`src/rtl/ps2_host_tx.sv`:
```
// ps2_host_tx: PS/2 host-to-device command transmitter (inhibit, RTS, odd parity, ACK check, timeout)
module ps2_host_tx #(
  parameter int CLK_FREQ_HZ    = 100_000_000,
  parameter int INHIBIT_CYCLES = CLK_FREQ_HZ / 10_000,
  parameter int TIMEOUT_CYCLES = CLK_FREQ_HZ / 50,
  parameter int FILTER_LEN     = 8
) (
  input  logic       clk,
  input  logic       rst_n,
  input  logic [7:0] tx_data,
  input  logic       tx_valid,
  output logic       tx_ready,
  output logic       busy,
  output logic       done,
  output logic       err,
  output logic [1:0] err_code,
  input  logic       ps2_clk_i,
  input  logic       ps2_data_i,
  output logic       ps2_clk_oe,
  output logic       ps2_data_oe
);
  localparam int IW = $clog2(INHIBIT_CYCLES + 1);
  localparam int TW = $clog2(TIMEOUT_CYCLES + 1);
  localparam int FW = $clog2(FILTER_LEN + 1);
  typedef enum logic [2:0] {IDLE, INHIBIT, RTS, SHIFT, ACK, WAIT_IDLE} state_t;
  state_t state, state_n;
  logic [1:0] clk_sync, data_sync;
  logic [FW-1:0] flt_cnt;
  logic clk_f, clk_f_d, fall, timeout, accept;
  logic [9:0] sh;
  logic [3:0] ec;
  logic [IW-1:0] ic;
  logic [TW-1:0] tmr;
  assign tx_ready = state == IDLE;
  assign busy = ~tx_ready;
  assign accept = tx_valid & tx_ready;
  assign fall = clk_f_d & ~clk_f;
  assign timeout = tmr == TW'(TIMEOUT_CYCLES);
  always_ff @(posedge clk or negedge rst_n)
    if (!rst_n) begin
      clk_sync <= 2'b11;
      data_sync <= 2'b11;
      flt_cnt <= '0;
      clk_f <= 1'b1;
      clk_f_d <= 1'b1;
    end else begin
      clk_sync <= {clk_sync[0], ps2_clk_i};
      data_sync <= {data_sync[0], ps2_data_i};
      clk_f_d <= clk_f;
      flt_cnt <= (clk_sync[1] == clk_f || flt_cnt == FW'(FILTER_LEN - 1)) ? '0 : flt_cnt + 1'b1;
      if (clk_sync[1] != clk_f && flt_cnt == FW'(FILTER_LEN - 1))
        clk_f <= clk_sync[1];
    end
  always_comb begin
    state_n = state;
    done = 1'b0;
    err = 1'b0;
    if (timeout) begin
      state_n = IDLE;
      err = 1'b1;
    end else
      case (state)
        IDLE:      state_n = accept ? INHIBIT : IDLE;
        INHIBIT:   state_n = (ic == IW'(INHIBIT_CYCLES - 1)) ? RTS : INHIBIT;
        RTS:       state_n = fall ? SHIFT : RTS;
        SHIFT:     state_n = (fall && ec == 4'd9) ? ACK : SHIFT;
        ACK: if (fall) begin
          state_n = data_sync[1] ? IDLE : WAIT_IDLE;
          err = data_sync[1];
        end
        WAIT_IDLE: if (clk_f && data_sync[1]) begin
          state_n = IDLE;
          done = 1'b1;
        end
        default:   state_n = IDLE;
      endcase
  end
  always_ff @(posedge clk or negedge rst_n)
    if (!rst_n) begin
      state <= IDLE;
      sh <= '0;
      ec <= '0;
      ic <= '0;
      tmr <= '0;
      err_code <= 2'b00;
      ps2_clk_oe <= 1'b0;
      ps2_data_oe <= 1'b0;
    end else begin
      state <= state_n;
      ic <= (state == INHIBIT) ? ic + 1'b1 : '0;
      tmr <= (state == IDLE || state == INHIBIT) ? '0 : tmr + 1'b1;
      if (accept)
        err_code <= 2'b00;
      else if (timeout)
        err_code <= 2'b10;
      else if (err)
        err_code <= 2'b01;
      if (accept)
        sh <= {1'b1, ~^tx_data, tx_data};
      else if (fall && state_n == SHIFT)
        sh <= sh >> 1;
      if (state == INHIBIT)
        ec <= '0;
      else if (fall && state_n == SHIFT)
        ec <= ec + 1'b1;
      ps2_clk_oe <= state_n == INHIBIT;
      if (state_n == RTS)
        ps2_data_oe <= 1'b1;
      else if (state_n != SHIFT)
        ps2_data_oe <= 1'b0;
      else if (fall)
        ps2_data_oe <= ~sh[0];
    end
endmodule

```
`config.mk`:
```
export PLATFORM = sky130hd
export DESIGN_NAME = ps2_host_tx
export DESIGN_NICKNAME = d
export VERILOG_FILES = /design/src/rtl/ps2_host_tx.sv
export SDC_FILE = /design/constraint.sdc
export NUM_CORES = 1
export LEC_CHECK = 0
export ABC_AREA = 1
export CAP_MARGIN = 20
export CORE_UTILIZATION = 64
export CTS_CLUSTER_SIZE = 40
export DETAILED_ROUTE_END_ITERATION = 6
export PLACE_DENSITY = 0.85
export SYNTH_ARGS = -nofsm -noshare
export SYNTH_HDL_FRONTEND = slang
export SYNTH_SLANG_ARGS = --single-unit
```
`constraint.sdc`:
```
create_clock -name clk -period 2.5 [get_ports clk]
set_input_delay 0.25 -clock clk [delete_from_list [all_inputs] [get_ports clk]]
set_output_delay 0.25 -clock clk [all_outputs]
set_load 0.05 [all_outputs]
```
### After elaboration in Yosys (flattened, before gate mapping)

Cells that the tools add are included.

| cells by class | value |
|---|---|
| $add $sub $neg | 4 |
| multiply operators | 0 |
| divide/modulo/power cells | 0 |
| $lt $le $gt $ge | 0 |
| eq/ne operators | 15 |
| shift-type cells | 0 |
| mux-type cells | 28 |
| bitwise logic cells | 5 |
| reductions and logical operators | 12 |

Operators by type and width:

| cell | count |
|---|---|
| 21-bit by 1-bit adder with 21-bit output (second input constant) | 1 |
| 21-bit equality test (second input constant) | 1 |
| 21-bit two-way mux | 1 |
| 10-bit two-way mux | 2 |
| 3-bit one-hot mux with 6 select lines | 1 |
| 3-bit two-way mux | 5 |
| 14-bit by 1-bit adder with 14-bit output (second input constant) | 1 |
| 14-bit equality test (second input constant) | 1 |
| 14-bit two-way mux | 1 |
| 3-bit by 2-bit equality test with 1-bit output (second input constant) | 4 |
| 4-bit two-way mux | 3 |
| 1-bit two-way mux | 11 |
| 4-bit by 1-bit adder with 4-bit output (second input constant) | 2 |
| 2-bit two-way mux | 4 |
| 8-bit XNOR reduction | 1 |
| 3-bit by 1-bit equality test with 1-bit output (second input constant) | 2 |
| 3-bit equality test (second input constant) | 2 |
| 3-bit nonzero test | 2 |
| 4-bit by 3-bit equality test with 1-bit output (second input constant) | 1 |
| 4-bit equality test (second input constant) | 1 |
| 1-bit logical AND | 4 |
| 2-bit nonzero test | 2 |
| 3-bit logical NOT | 1 |
| 3-bit by 2-bit inequality test with 1-bit output (second input constant) | 1 |
| 5 further kinds | 9 |

| storage, ports and cells | value |
|---|---|
| bits in registers | 66 |
| latch bits | 0 |
| memory bits (writable) | 0 |
| memory bits (read-only) | 0 |
| input port bits | 13 |
| word-level logic and storage cells | 77 |
| memories kept | 0 |

### Logic depth before layout (Yosys ltp)

| depth | value |
|---|---|
| depth in word-level cells | 10 |
| gate-level depth with buffers | 13 |
| mapped depth without buffers | 13 |

### Worst setup path after synthesis

OpenSTA, ideal clock, no wires.

| timing path | value |
|---|---|
| kind | register -> output |
| from | register tmr[0] |
| to | output done |
| arrival time | 1853 ps |
| required time | 2250 ps |
| path slack | 397 ps |
| cell stages (with the launch flop) | 6 |
| path buffers | 0 |
| cell sequence | dfrtp_1 inv_1 ha_1 nand4_1 nor2_1 nor3_1 |

| on the way | value |
|---|---|
| cells in the longest elaborated chain, start to end | 2 |

Ends and longest elaborated chain:

| what | RTL line | source |
|---|---|---|
| from (decl) | 33 | `logic [TW-1:0] tmr;` |
| from (signal assigned) | 91 | `tmr <= (state == IDLE \|\| state == INHIBIT) ? '0 : tmr + 1'b1;` |
| 21-bit equality test | 38 | `assign timeout = tmr == TW'(TIMEOUT_CYCLES);` |
| 1-bit two-way mux | 58 | `if (timeout) begin` |
| to (decl) | 14 | `output logic done,` |

No other way between the ends.

### Worst setup path in the final report

| timing path | value |
|---|---|
| from | register tmr[9] |
| to | output done |

Same word-level chain as after synthesis.

==> qor.csv <==
stage;metric;value;unit
status;outcome;completed;
clock_tree;clock_latency;0.34;ns
cells_and_area;final_common_cell;nand2_1;
pwr;p_per_area;698.8;nW/um^2
global_routing;grt_max_degree;32;
yosys;yosysWarnings;0;
clock_tree;numCtsBuffers;9;
sta;worstMarginPinSlew;0.6747;ns
pwr;finalPower;2.818;mW
clock_tree;cts.sinks;66;
clock_tree;path_clk_slew;0.07;ns
sta;rsz0062_at_grt;false;
route;first_pass_iters;4;
yosys;yosys-top-cells-area;dfrtp_1, nand2_1, nor2_1, inv_1, nand3_1;
floorplanning;die_width;76.34;um
pwr;comb_power_share;17.4;%
yosys;synth-seq-cells;66;
pwr;switchingPower;0.8299;mW
sta;setup_tns;0;ns
worst_setup_path;start_kind;flip-flop;
floorplanning;dieArea;5828;um^2
sta;final.min_clock_period;2.347;ns
clock_tree;clock-root-buffer;clkbuf_8;
pwr;clkPwrFrac;35.1;%
sta;post-route-period-util;93.86;%
sta;finClkSkew;0.008669;ns
sta;finalMaxSlewViolations;0;
placed_design;port_buffers;20;
worst_setup_path;arrival;2.10;ns
pwr;intPower;1.988;mW
yosys;synth.distinct_cells;35;
cells_and_area;most-common-layout-cells;nand2_1, dfrtp_1, nor2_1, inv_1, nand3_1;
pwr;switching_share;29.45;%
route;first_iter_violations;216;
clock_tree;cts.path.max_buffers;2;
job;maxCapViolations;0;
yosys;synth.avg_cell_area;8.039;um^2
global_routing;overflow;0;
sta;timing.max_slew.rel_slack;55.02;%
global_routing;grt_pass1_wl;12.98;mm
floorplanning;fp.coreArea;5205;um^2
sta;worst_slack;0.1534;ns
route;routed_wl;7.424;mm
yosys;yosysTopAreaCell;dfrtp_1;
sta;setup_viol;0;
cells_and_area;design_area;4033;um^2
yosys;synth_cells;440;
placed_design;place_area;3806;um^2
placed_design;place.gp.congestion;0.9654;
route;vias_per_cell;5.391;
floorplanning;rows;26;
route;wl_per_cell;13.62;um
pwr;p_seq_share;47.5;%
global_routing;antenna_found_initial;0;
yosys;synth-seq-area-share;46.90;%
worst_setup_path;crit_fanout;4;
placed_design;dp_slack;0.2593;ns
cells_and_area;antenna_cells;0;
floorplanning;start_util;67.96;%
sta;hold_ws;0.3131;ns
global_routing;track_usage;28.19;%
sta;hold_viol_final;0;
pwr;power.leakage;1.868;nW
placed_design;dp_hpwl;5.393;mm
sta;max_clock_freq;0.4261;GHz
cells_and_area;area_growth;14.01;%
floorplanning;ios;21;
yosys;synth_top_area_share;42.45;%
worst_setup_path;crit_required;2.25;ns
clock_tree;htreeDepth;3;
yosys;syn-num-nets;459;
route;vias;2938;
yosys;syn_area;3537;um^2
worst_setup_path;end_kind;primary output;
cells_and_area;layout.nets;489;
hold_path;hold_class;in2reg;
floorplanning;die_h;76.34;um
route;drc;0;
cells_and_area;drive_gt1_share;11.16;%
pwr;irDropWorstVdd;0.0005949;V
route;ant_nets;0;
global_routing;grt_pass1_vias;2976;
worst_setup_path;crit_type;reg2out;
clock_tree;cts_tree;built;
-- registers in the layout, summed over array words and instances, names as in the netlist --
| signal | flops |
|---|---|
| tmr | 21 |
| ic | 14 |
| sh | 10 |
| ec | 4 |
| flt_cnt | 4 |
| state | 3 |
| clk_sync | 2 |
| data_sync | 2 |
| err_code | 2 |
| clk_f | 1 |
| clk_f_d | 1 |
| ps2_clk_oe | 1 |
| ps2_data_oe | 1 |
-- worst paths after layout --
kind / startpoint / cells after the start / slack (ns) / end
setup reg to reg: tmr[0] / 8 / 0.40 / tmr[18]
max in group asynchronous: rst_n / 3 / 1.22 / data_sync[0]
setup / recovery: tmr[9] / 6 / 0.15 / done
hold reg to reg: clk_sync[0] / 0 / 0.36 / clk_sync[1]
hold / removal: ps2_data_i / 1 / 0.31 / data_sync[0]
min in group asynchronous: rst_n / 2 / 0.47 / ic[9]
-- cell usage after synthesis (all sizes together) --
cell and n:
dfrtp 60, nand4 16, a31oi 4, or3 1, o21ai 11, a21oi 15, nand3 45, nor4 2
inv 56, xor2 12, o21bai 1, dfstp 6, or2 1, clkbuf 1, nor3b 1, nand2 110
nor2 57, ha 6, xnor2 9, o21a 1, a211oi 1, buf 7, nor3 17
-- logic make-up after synthesis --
group | Yosys count | share of synthesized area [%]
flops | 66 | 46.90
compound gates | 33 | 5.129
xor+xnor | 21 | 5.200
simple gates | 250 | 33.11
buf+inv | 64 | 7.534
fa+ha+maj | 6 | 2.122
-- critical path, stage by stage (launching register included) --
cell and delay (ns):
dfrtp_1 0.42, nor2_1 0.16, nand3_1 0.07, or3_1 0.35, nor2_1 0.21, nor3_1 0.11, dlygate4sd2_1 0.43
-- per-layer routing --
layer	vias up	part of all wire [%]	track usage [%]
met1	1374	45	35.30
met5	-	0	0
met4	0	1.8	10.38
li1	1471	-	-
met3	18	3.8	4.910
met2	75	50	48.83
-- what timing repair did --
action,CTS,global route
hold buffers,1,0
resized for setup,1,0
setup buffers,0,0
hold endpoints to repair,26,0
setup endpoints to repair,1,0
-- metrics by stage --
stage	utilization, %	instances
3_3_place_gp	73.13	528
3_5_place_dp	73.13	528
2_1_floorplan	-	440
4_1_cts	77.48	545
5_1_grt	77.48	545
6_report	77.48	545
-- power by group through the flow --
| stage | Sequential, mW | Clock (mW) | Combinational, mW |
|---|---|---|---|
| 2_1_floorplan | 1.34 | 0 | 0.353 |
| 3_3_place_gp | 1.35 | 0 | 0.467 |
| 3_5_place_dp | 1.36 | 0 | 0.490 |
| 4_1_cts | 1.34 | 1.00 | 0.499 |
| 5_1_grt | 1.36 | 1.05 | 0.564 |
| 6_report | 1.34 | 0.988 | 0.491 |
-- cell type report --
| class | instances | area, um^2 |
|---|---|---|
| fillers | 379 | 1172 |
| clock inverters | 7 | 93.84 |
| flip-flops and latches | 66 | 1659 |
| inverters | 56 | 210.2 |
| repair buffers | 27 | 246.5 |
| clock buffers | 9 | 123.9 |
| multi-input cells | 310 | 1612 |
| well taps | 70 | 87.58 |
Note: power is estimated with default switching activity, not from simulation.
